## config.mk

```make
export PLATFORM = sky130hd
export DESIGN_NAME = sram_arbiter
export DESIGN_NICKNAME = d
export VERILOG_FILES = /design/src/rtl/sram_arbiter.sv
export SDC_FILE = /design/constraint.sdc
export NUM_CORES = 1
export LEC_CHECK = 0
export ABC_AREA = 0
export CORE_MARGIN = 2
export CORE_UTILIZATION = 30
export CTS_BUF_LIST = sky130_fd_sc_hd__clkbuf_8 sky130_fd_sc_hd__clkbuf_16
export DETAILED_ROUTE_END_ITERATION = 6
export HOLD_SLACK_MARGIN = 0.06
export PLACE_DENSITY = 0.66
export SLEW_MARGIN = 40
export SYNTH_ARGS = -nofsm -noshare
export SYNTH_HDL_FRONTEND = slang
export SYNTH_SLANG_ARGS = --single-unit
```

## constraint.sdc

```tcl
create_clock -name io_mainClk -period 2.6 [get_ports io_mainClk]
set_input_delay 0.26 -clock io_mainClk [delete_from_list [all_inputs] [get_ports io_mainClk]]
set_output_delay 0.26 -clock io_mainClk [all_outputs]
set_load 0.1 [all_outputs]
```

## src/rtl/sram_arbiter.sv

```systemverilog
// Round-robin arbiter and strobe sequencer for a 256K x 16 asynchronous SRAM.
// Two command ports share one SRAM; every SRAM-side output comes straight from a flop.
module sram_arbiter #(
  parameter int READ_WAIT  = 2,
  parameter int WRITE_WAIT = 2
) (
  input  logic        io_mainClk,
  input  logic        io_asyncResetn,
  input  logic        io_p0_cmd_valid,
  output logic        io_p0_cmd_ready,
  input  logic        io_p0_cmd_write,
  input  logic [17:0] io_p0_cmd_addr,
  input  logic [15:0] io_p0_cmd_data,
  input  logic [1:0]  io_p0_cmd_mask,
  output logic        io_p0_rsp_valid,
  output logic [15:0] io_p0_rsp_data,
  input  logic        io_p1_cmd_valid,
  output logic        io_p1_cmd_ready,
  input  logic        io_p1_cmd_write,
  input  logic [17:0] io_p1_cmd_addr,
  input  logic [15:0] io_p1_cmd_data,
  input  logic [1:0]  io_p1_cmd_mask,
  output logic        io_p1_rsp_valid,
  output logic [15:0] io_p1_rsp_data,
  output logic [17:0] io_sram_addr,
  input  logic [15:0] io_sram_dat_read,
  output logic [15:0] io_sram_dat_write,
  output logic        io_sram_dat_writeEnable,
  output logic        io_sram_cs,
  output logic        io_sram_oe,
  output logic        io_sram_we,
  output logic        io_sram_ub,
  output logic        io_sram_lb
);

  if (READ_WAIT < 1 || READ_WAIT > 15) begin : g_bad_read_wait
    $error("sram_arbiter: READ_WAIT must be in 1..15");
  end
  if (WRITE_WAIT < 1 || WRITE_WAIT > 15) begin : g_bad_write_wait
    $error("sram_arbiter: WRITE_WAIT must be in 1..15");
  end

  localparam logic [3:0] RD_CNT = 4'(READ_WAIT);
  localparam logic [3:0] WR_CNT = 4'(WRITE_WAIT);

  typedef enum logic [1:0] {IDLE, ACCESS, RECOVER} state_t;

  state_t      state_q, state_d;
  logic        last_grant_q, last_grant_d;
  logic [3:0]  cnt_q, cnt_d;
  logic        wr_q, wr_d;
  logic        port_q, port_d;
  logic [17:0] addr_q, addr_d;
  logic [15:0] data_q, data_d;
  logic [1:0]  mask_q, mask_d;

  logic [17:0] sram_addr_q, sram_addr_d;
  logic [15:0] dat_write_q, dat_write_d;
  logic        dat_we_q, dat_we_d;
  logic        cs_q, cs_d, oe_q, oe_d, we_q, we_d, ub_q, ub_d, lb_q, lb_d;
  logic        rsp_valid0_q, rsp_valid0_d, rsp_valid1_q, rsp_valid1_d;
  logic [15:0] rsp_data0_q, rsp_data0_d, rsp_data1_q, rsp_data1_d;

  logic grant0, grant1, handshake, access_done;

  // On a tie the port that did not win last time gets the bus.
  assign grant0      = io_p0_cmd_valid & (~io_p1_cmd_valid | last_grant_q);
  assign grant1      = io_p1_cmd_valid & (~io_p0_cmd_valid | ~last_grant_q);
  assign handshake   = (state_q == IDLE) & (grant0 | grant1);
  assign access_done = (state_q == ACCESS) & (cnt_q == 4'd1);

  assign io_p0_cmd_ready = (state_q == IDLE) & grant0;
  assign io_p1_cmd_ready = (state_q == IDLE) & grant1;

  always_ff @(posedge io_mainClk or negedge io_asyncResetn) begin
    if (!io_asyncResetn) begin
      state_q      <= IDLE;
      last_grant_q <= 1'b1;
      cnt_q        <= 4'd0;
      wr_q         <= 1'b0;
      port_q       <= 1'b0;
      addr_q       <= 18'd0;
      data_q       <= 16'd0;
      mask_q       <= 2'b00;
      sram_addr_q  <= 18'd0;
      dat_write_q  <= 16'd0;
      dat_we_q     <= 1'b0;
      cs_q         <= 1'b1;
      oe_q         <= 1'b1;
      we_q         <= 1'b1;
      ub_q         <= 1'b1;
      lb_q         <= 1'b1;
      rsp_valid0_q <= 1'b0;
      rsp_valid1_q <= 1'b0;
      rsp_data0_q  <= 16'd0;
      rsp_data1_q  <= 16'd0;
    end else begin
      state_q      <= state_d;
      last_grant_q <= last_grant_d;
      cnt_q        <= cnt_d;
      wr_q         <= wr_d;
      port_q       <= port_d;
      addr_q       <= addr_d;
      data_q       <= data_d;
      mask_q       <= mask_d;
      sram_addr_q  <= sram_addr_d;
      dat_write_q  <= dat_write_d;
      dat_we_q     <= dat_we_d;
      cs_q         <= cs_d;
      oe_q         <= oe_d;
      we_q         <= we_d;
      ub_q         <= ub_d;
      lb_q         <= lb_d;
      rsp_valid0_q <= rsp_valid0_d;
      rsp_valid1_q <= rsp_valid1_d;
      rsp_data0_q  <= rsp_data0_d;
      rsp_data1_q  <= rsp_data1_d;
    end
  end

  always_comb begin
    state_d      = state_q;
    last_grant_d = last_grant_q;
    cnt_d        = cnt_q;
    wr_d         = wr_q;
    port_d       = port_q;
    addr_d       = addr_q;
    data_d       = data_q;
    mask_d       = mask_q;
    case (state_q)
      IDLE: begin
        if (handshake) begin
          state_d      = ACCESS;
          port_d       = grant1;
          last_grant_d = grant1;
          wr_d         = grant1 ? io_p1_cmd_write : io_p0_cmd_write;
          addr_d       = grant1 ? io_p1_cmd_addr  : io_p0_cmd_addr;
          data_d       = grant1 ? io_p1_cmd_data  : io_p0_cmd_data;
          mask_d       = grant1 ? io_p1_cmd_mask  : io_p0_cmd_mask;
          cnt_d        = wr_d ? WR_CNT : RD_CNT;
        end
      end
      ACCESS: begin
        if (cnt_q == 4'd1) begin
          state_d = wr_q ? RECOVER : IDLE;
        end else begin
          cnt_d = cnt_q - 4'd1;
        end
      end
      RECOVER: state_d = IDLE;
      default: state_d = IDLE;
    endcase
  end

  // Output flops are loaded from the next state so the strobes line up with it.
  always_comb begin
    sram_addr_d  = sram_addr_q;
    dat_write_d  = dat_write_q;
    dat_we_d     = 1'b0;
    cs_d         = 1'b1;
    oe_d         = 1'b1;
    we_d         = 1'b1;
    ub_d         = 1'b1;
    lb_d         = 1'b1;
    rsp_valid0_d = 1'b0;
    rsp_valid1_d = 1'b0;
    rsp_data0_d  = rsp_data0_q;
    rsp_data1_d  = rsp_data1_q;
    case (state_d)
      ACCESS: begin
        sram_addr_d = addr_d;
        cs_d        = 1'b0;
        if (wr_d) begin
          we_d        = 1'b0;
          dat_we_d    = 1'b1;
          dat_write_d = data_d;
          ub_d        = ~mask_d[1];
          lb_d        = ~mask_d[0];
        end else begin
          oe_d = 1'b0;
          ub_d = 1'b0;
          lb_d = 1'b0;
        end
      end
      RECOVER: begin
        cs_d     = 1'b0;
        dat_we_d = 1'b1;
        ub_d     = ub_q;
        lb_d     = lb_q;
      end
      default: ;
    endcase
    // Reads respond in the following IDLE cycle, writes in RECOVER; both leave ACCESS here.
    if (access_done) begin
      if (port_q) begin
        rsp_valid1_d = 1'b1;
        if (!wr_q) rsp_data1_d = io_sram_dat_read;
      end else begin
        rsp_valid0_d = 1'b1;
        if (!wr_q) rsp_data0_d = io_sram_dat_read;
      end
    end
  end

  assign io_sram_addr            = sram_addr_q;
  assign io_sram_dat_write       = dat_write_q;
  assign io_sram_dat_writeEnable = dat_we_q;
  assign io_sram_cs              = cs_q;
  assign io_sram_oe              = oe_q;
  assign io_sram_we              = we_q;
  assign io_sram_ub              = ub_q;
  assign io_sram_lb              = lb_q;
  assign io_p0_rsp_valid         = rsp_valid0_q;
  assign io_p0_rsp_data          = rsp_data0_q;
  assign io_p1_rsp_valid         = rsp_valid1_q;
  assign io_p1_rsp_data          = rsp_data1_q;

endmodule

```

=== Yosys cells after proc, flatten, opt, wreduce, memory -nomap -nowiden ===
Index checks and enable logic that the tools add are counted.

* Input port bits: 94
* Register bits after elaboration: 119
* Logic and storage cells: 84
* Output and inout bits: 76

* Add/sub/neg operators: 1
* Equality and inequality tests: 6
* Mux-type cells: 33
* Reduce and logical (&&, ||, !) cells: 8
* Bitwise operators: 16

{| class="wikitable"
|+ Operator list
! operator !! number
|-
| two-way mux 18 bit || 3
|-
| two-way mux 16 bit || 3
|-
| two-way mux 1 bit || 14
|-
| two-way mux 2 bit || 6
|-
| AND reduction 3 bit || 3
|-
| two-way mux 4 bit || 2
|-
| one-hot mux 4 bit (2 select lines) || 1
|-
| NOT 1 bit || 7
|-
| AND 1 bit || 6
|-
| one-hot mux 1 bit (2 select lines) || 3
|-
| equality test 2 x 1 -> 1 bit (second input constant) || 2
|-
| equality test 4 x 1 -> 1 bit (second input constant) || 1
|-
| inequality test 2 bit (second input constant) || 2
|-
| one-hot mux 2 bit (2 select lines) || 1
|-
| AND reduction 2 bit || 2
|-
| subtractor 4 x 1 -> 4 bit (second input constant) || 1
|-
| bitwise OR 1 bit || 3
|-
| equality test 2 bit (second input constant) || 1
|-
| zero test 2 bit || 1
|-
| nonzero test 2 bit || 1
|-
| OR reduction 2 bit || 1
|}

=== Depth between registers and ports, before layout ===
* Depth after elaboration: 10
* Depth in mapped cells: 11
* Mapped depth without buffers: 11

=== Worst setup path after synthesis ===
OpenSTA, ideal clock, no wires.

* Kind: register to output
* Start: register last_grant_q
* End: output port io_p1_cmd_ready
* Path buffers: 2
* Stages on the path, launching flop included: 5
* Arrival: 3,091 ps
* Path slack: -751 ps
* Data required time: 2,340 ps
* Cells stage by stage: dfstp_2 a21bo_2 clkbuf_1 buf_1 nor3_1

* Cells in the longest elaborated chain, start to end: 4

{| class="wikitable"
|+ Ends and longest elaborated chain
! item !! RTL line !! RTL
|-
| start: declaration || 49 || <nowiki>logic last_grant_q, last_grant_d;</nowiki>
|-
| start signal: assignment || 99 || <nowiki>last_grant_q <= last_grant_d;</nowiki>
|-
| NOT 1 bit || 68 || <nowiki>assign grant1 = io_p1_cmd_valid & (~io_p0_cmd_valid | ~last_grant_q);</nowiki>
|-
| bitwise OR 1 bit || 68 ||
|-
| AND 1 bit || 68 ||
|-
| AND 1 bit || 73 || <nowiki>assign io_p1_cmd_ready = (state_q == IDLE) & grant1;</nowiki>
|-
| end: declaration || 18 || <nowiki>output logic io_p1_cmd_ready,</nowiki>
|}

Every way passes these cells.

=== Final worst setup path ===
* Start: register cnt_q[1]
* End: register dat_write_q[9] (netlist: io_sram_dat_write[9])

* Cells in the longest elaborated chain, start to end: 5

{| class="wikitable"
|+ Ends and longest elaborated chain
! item !! RTL line !! RTL
|-
| start: declaration || 50 || <nowiki>logic [3:0] cnt_q, cnt_d;</nowiki>
|-
| start signal: assignment || 100 || <nowiki>cnt_q <= cnt_d;</nowiki>
|-
| equality test 4 x 1 -> 1 bit || 144 || <nowiki>if (cnt_q == 4'd1) begin</nowiki>
|-
| two-way mux 2 bit || 144 ||
|-
| one-hot mux 2 bit (2 select lines) || 130 || <nowiki>case (state_q)</nowiki>
|-
| equality test 2 x 1 -> 1 bit || 169 || <nowiki>case (state_d)</nowiki>
|-
| AND reduction 2 bit (no line) || -- ||
|-
| end signal: assignment || 107 || <nowiki>dat_write_q <= dat_write_d;</nowiki>
|-
| end: declaration || 58 || <nowiki>logic [15:0] dat_write_q, dat_write_d;</nowiki>
|}

Every way passes these cells.
A chain may end at the register's enable or synchronous reset.

==> reports/qor.csv <==
metric;value;unit
status;finished clean;
vias_in_the_first_global_route;4143;
syn_avg_cell_area;11.9;um2
tns;0;ns
drtIter0Drc;93;
cts_tree;done;
crit_arrival;2.71;ns
stdcell_count;818;
design.final.nets;687;
synth.ff_latch_count;119;
endpoint_kind;flop;
slew_viol_final;0;
yosys_warnings;0;
synth_area_leader_cell;sky130_fd_sc_hd__dfrtp_1;
cts_inserted_buffers;17;
detail_route.vias_per_cell;4.71;
worst_slew_margin_rel;0.688;
place_hpwl;8900;um
synthesis_to_finish_area_growth;49.5;%
stdcell_area;7350;um2
syn-cell-area;4920;um2
first_pass_grt_wire_length;21300;um
worstPathRequired;2.88;ns
post_route_cells_drive_above_1_share;0.321;
coreArea;15900;um2
hold_violations;0;
worstMarginPinSlew;0.466;ns
use_met2;0.241;
count_of_vias_placed_by_the_detailed_router;3855;
wirelength;12900;um
start_util;0.308;
synth.area.top_cells;sky130_fd_sc_hd__dfrtp_1, sky130_fd_sc_hd__mux2_2, sky130_fd_sc_hd__nand2_1, sky130_fd_sc_hd__a31oi_1, sky130_fd_sc_hd__a21oi_1;
worst-setup-path-type;reg -> reg;
antenna_violations_before_repair;1;
cts_root_buffer;sky130_fd_sc_hd__clkbuf_16;
timing.clock.skew;0.00427;ns
global_route_hottest_layer;met2;
drc;0;
post_synthesis_instance_total;414;
timing.critical_path.fanout_max;17;
r2r_setup_slack;0.17;ns
clk-insertion-delay-late;0.40;ns
clk_slew_on_worst_s_h_paths;0.05;ns
count_of_buffers_inserted_at_the_top_level_ports;169;
grt_residual_overflow;0;
fmax;412;MHz
crit-reg2reg-launch;cnt_q[1];
io_pins;170;
post-route-util;0.461;
globalRouteMet3Util;0.0550;
ys_seq_area_frac;0.607;
gp_congestion;0.774;
place.detailed.instances;785;
worst_setup_path_start_kind;flop;
dieWidth;132;um
dp_area;6730;um2
synth_top_cell_area_share;0.575;
fp.dieH;132;um
h-tree-depth;4;
route.antenna.remaining_nets;0;
mappedNetlistNets;512;
class_of_the_most_critical_hold_timing_path;in -> async;
routed_wire_length_per_instance;15.8;um
rows;46;
period_share;0.934;
globalRouteMet1Util;0.200;
detail_route.first_pass.iterations;4;
final.min_clock_period;2.43;ns
cts_sinks;119;
fp.dieArea;17400;um2
number_of_distinct_library_cells_after_synthesis;35;
antenna-diode-count;0;
clock_path_buffers;2;
maxCapViolations;0;
maximum_number_of_pins_on_one_net_before_global_route_repair;51;
critical_path.reg2reg.endpoint;io_sram_dat_write[9];
grt.total_usage;0.154;
worstRegToRegCells;10;
setup_viol;0;
## sequential cells by signal, summed over array words and instances, names as in the netlist, 2 cells and up
name / flops
data_q: 16
addr_q: 18
state_q: 2
mask_q: 2
io_p0_rsp_data: 16
cnt_q: 4
io_p1_rsp_data: 16
io_sram_dat_write: 16
io_sram_addr: 18
## kinds of logic after synthesis
group	Yosys count	synth area share
xor gates and xnor gates	2	0.00356
AOI/OAI and AO/OA	86	0.109
adders and majority gates	4	0.0102
DFF	119	0.607
muxes	66	0.151
and+or+nand+nor	101	0.0883
buffers and inverters	36	0.0310
## synth_stat cells (all sizes together)
library cell / n
dfstp: 6
a311oi: 3
mux2: 66
nor3b: 1
o21ai: 1
nor3: 2
inv: 11
a21oi: 38
and2: 2
a31o: 1
nand3: 4
clkbuf: 18
ha: 4
a21boi: 1
buf: 7
nand3b: 1
dfrtp: 113
nand2b: 1
xor2: 2
nor2b: 3
or2: 1
a21bo: 1
nor2: 4
a21o: 2
o211ai: 1
a31oi: 36
or3b: 1
a221oi: 2
nand2: 81
## worst max-delay path: stages, from the launching register on
cell	delay, ns
sky130_fd_sc_hd__dfrtp_1	0.39
sky130_fd_sc_hd__inv_1	0.08
sky130_fd_sc_hd__ha_1	0.13
sky130_fd_sc_hd__or3b_1	0.45
sky130_fd_sc_hd__nor2b_4	0.20
sky130_fd_sc_hd__nand2_1	0.10
sky130_fd_sc_hd__ha_1	0.23
sky130_fd_sc_hd__inv_1	0.12
sky130_fd_sc_hd__a311oi_4	0.04
sky130_fd_sc_hd__buf_4	0.22
sky130_fd_sc_hd__mux2_1	0.34
## layer usage
metal  part of all wire  routed length (um)
met3              0.073                 941
met5                  0                   0
met4              0.016                 208
met2               0.46                5960
met1               0.45                5790
## how the worst max path moves through the flow
stage / startpoint / to / slack, ns / cells past startpoint
4_1_cts: cnt_q[1] / io_sram_dat_write[10] / 0.12 / 10
3_3_place_gp: io_p1_cmd_valid / io_sram_dat_write[7] / 0.20 / 9
3_5_place_dp: io_p1_cmd_valid / io_sram_dat_write[3] / 0.14 / 9
2_1_floorplan: last_grant_q / io_p1_cmd_ready / 0.15 / 4
5_1_grt: cnt_q[1] / io_sram_dat_write[5] / -0.0006 / 10
6_report: cnt_q[1] / io_sram_dat_write[9] / 0.17 / 10
## what timing repair did
item	in CTS	in global routing
hold endpoints to repair	34	0
gates resized for setup	0	1
endpoints found under the setup margin	0	10
buffers inserted	0	0
hold buffers	1	0
## stage by stage
step,worst slack [ns],hold slack [ns]
final,0.171,0.357
after floorplan,0.149,-0.0356
after detailed placement,0.136,0.242
after global routing,-0.000594,0.382
after CTS,0.123,0.363
after global placement,0.200,0.238
## layout make-up
| cell class | count | area (um2) |
|---|---|---|
| fill | 1467 | 8590 |
| sequential | 119 | 2990 |
| multi-input combinational | 259 | 1810 |
| timing repair buffer | 181 | 1640 |
| clock buffer | 19 | 453 |
| tap | 216 | 270 |
| clock inverter | 13 | 155 |
| inverter | 11 | 41.3 |
## cell usage in the layout (no fill, tap or decap), drive strengths merged, types with 2 or more instances in the layout
cell	n
a21oi	38
clkdlybuf4s50	92
bufinv	3
a21o	2
nand3	4
ha	4
a31oi	36
inv	12
nor3	2
a221oi	2
nand2	81
clkinv	4
clkbuf	19
a311oi	3
nor2	4
and2	2
dfrtp	113
mux2	66
clkinvlp	5
buf	88
nor2b	3
xor2	2
dfstp	6
Power is not shown: default switching activity piles up to over one toggle a cycle in this logic, so the estimate is an artifact.
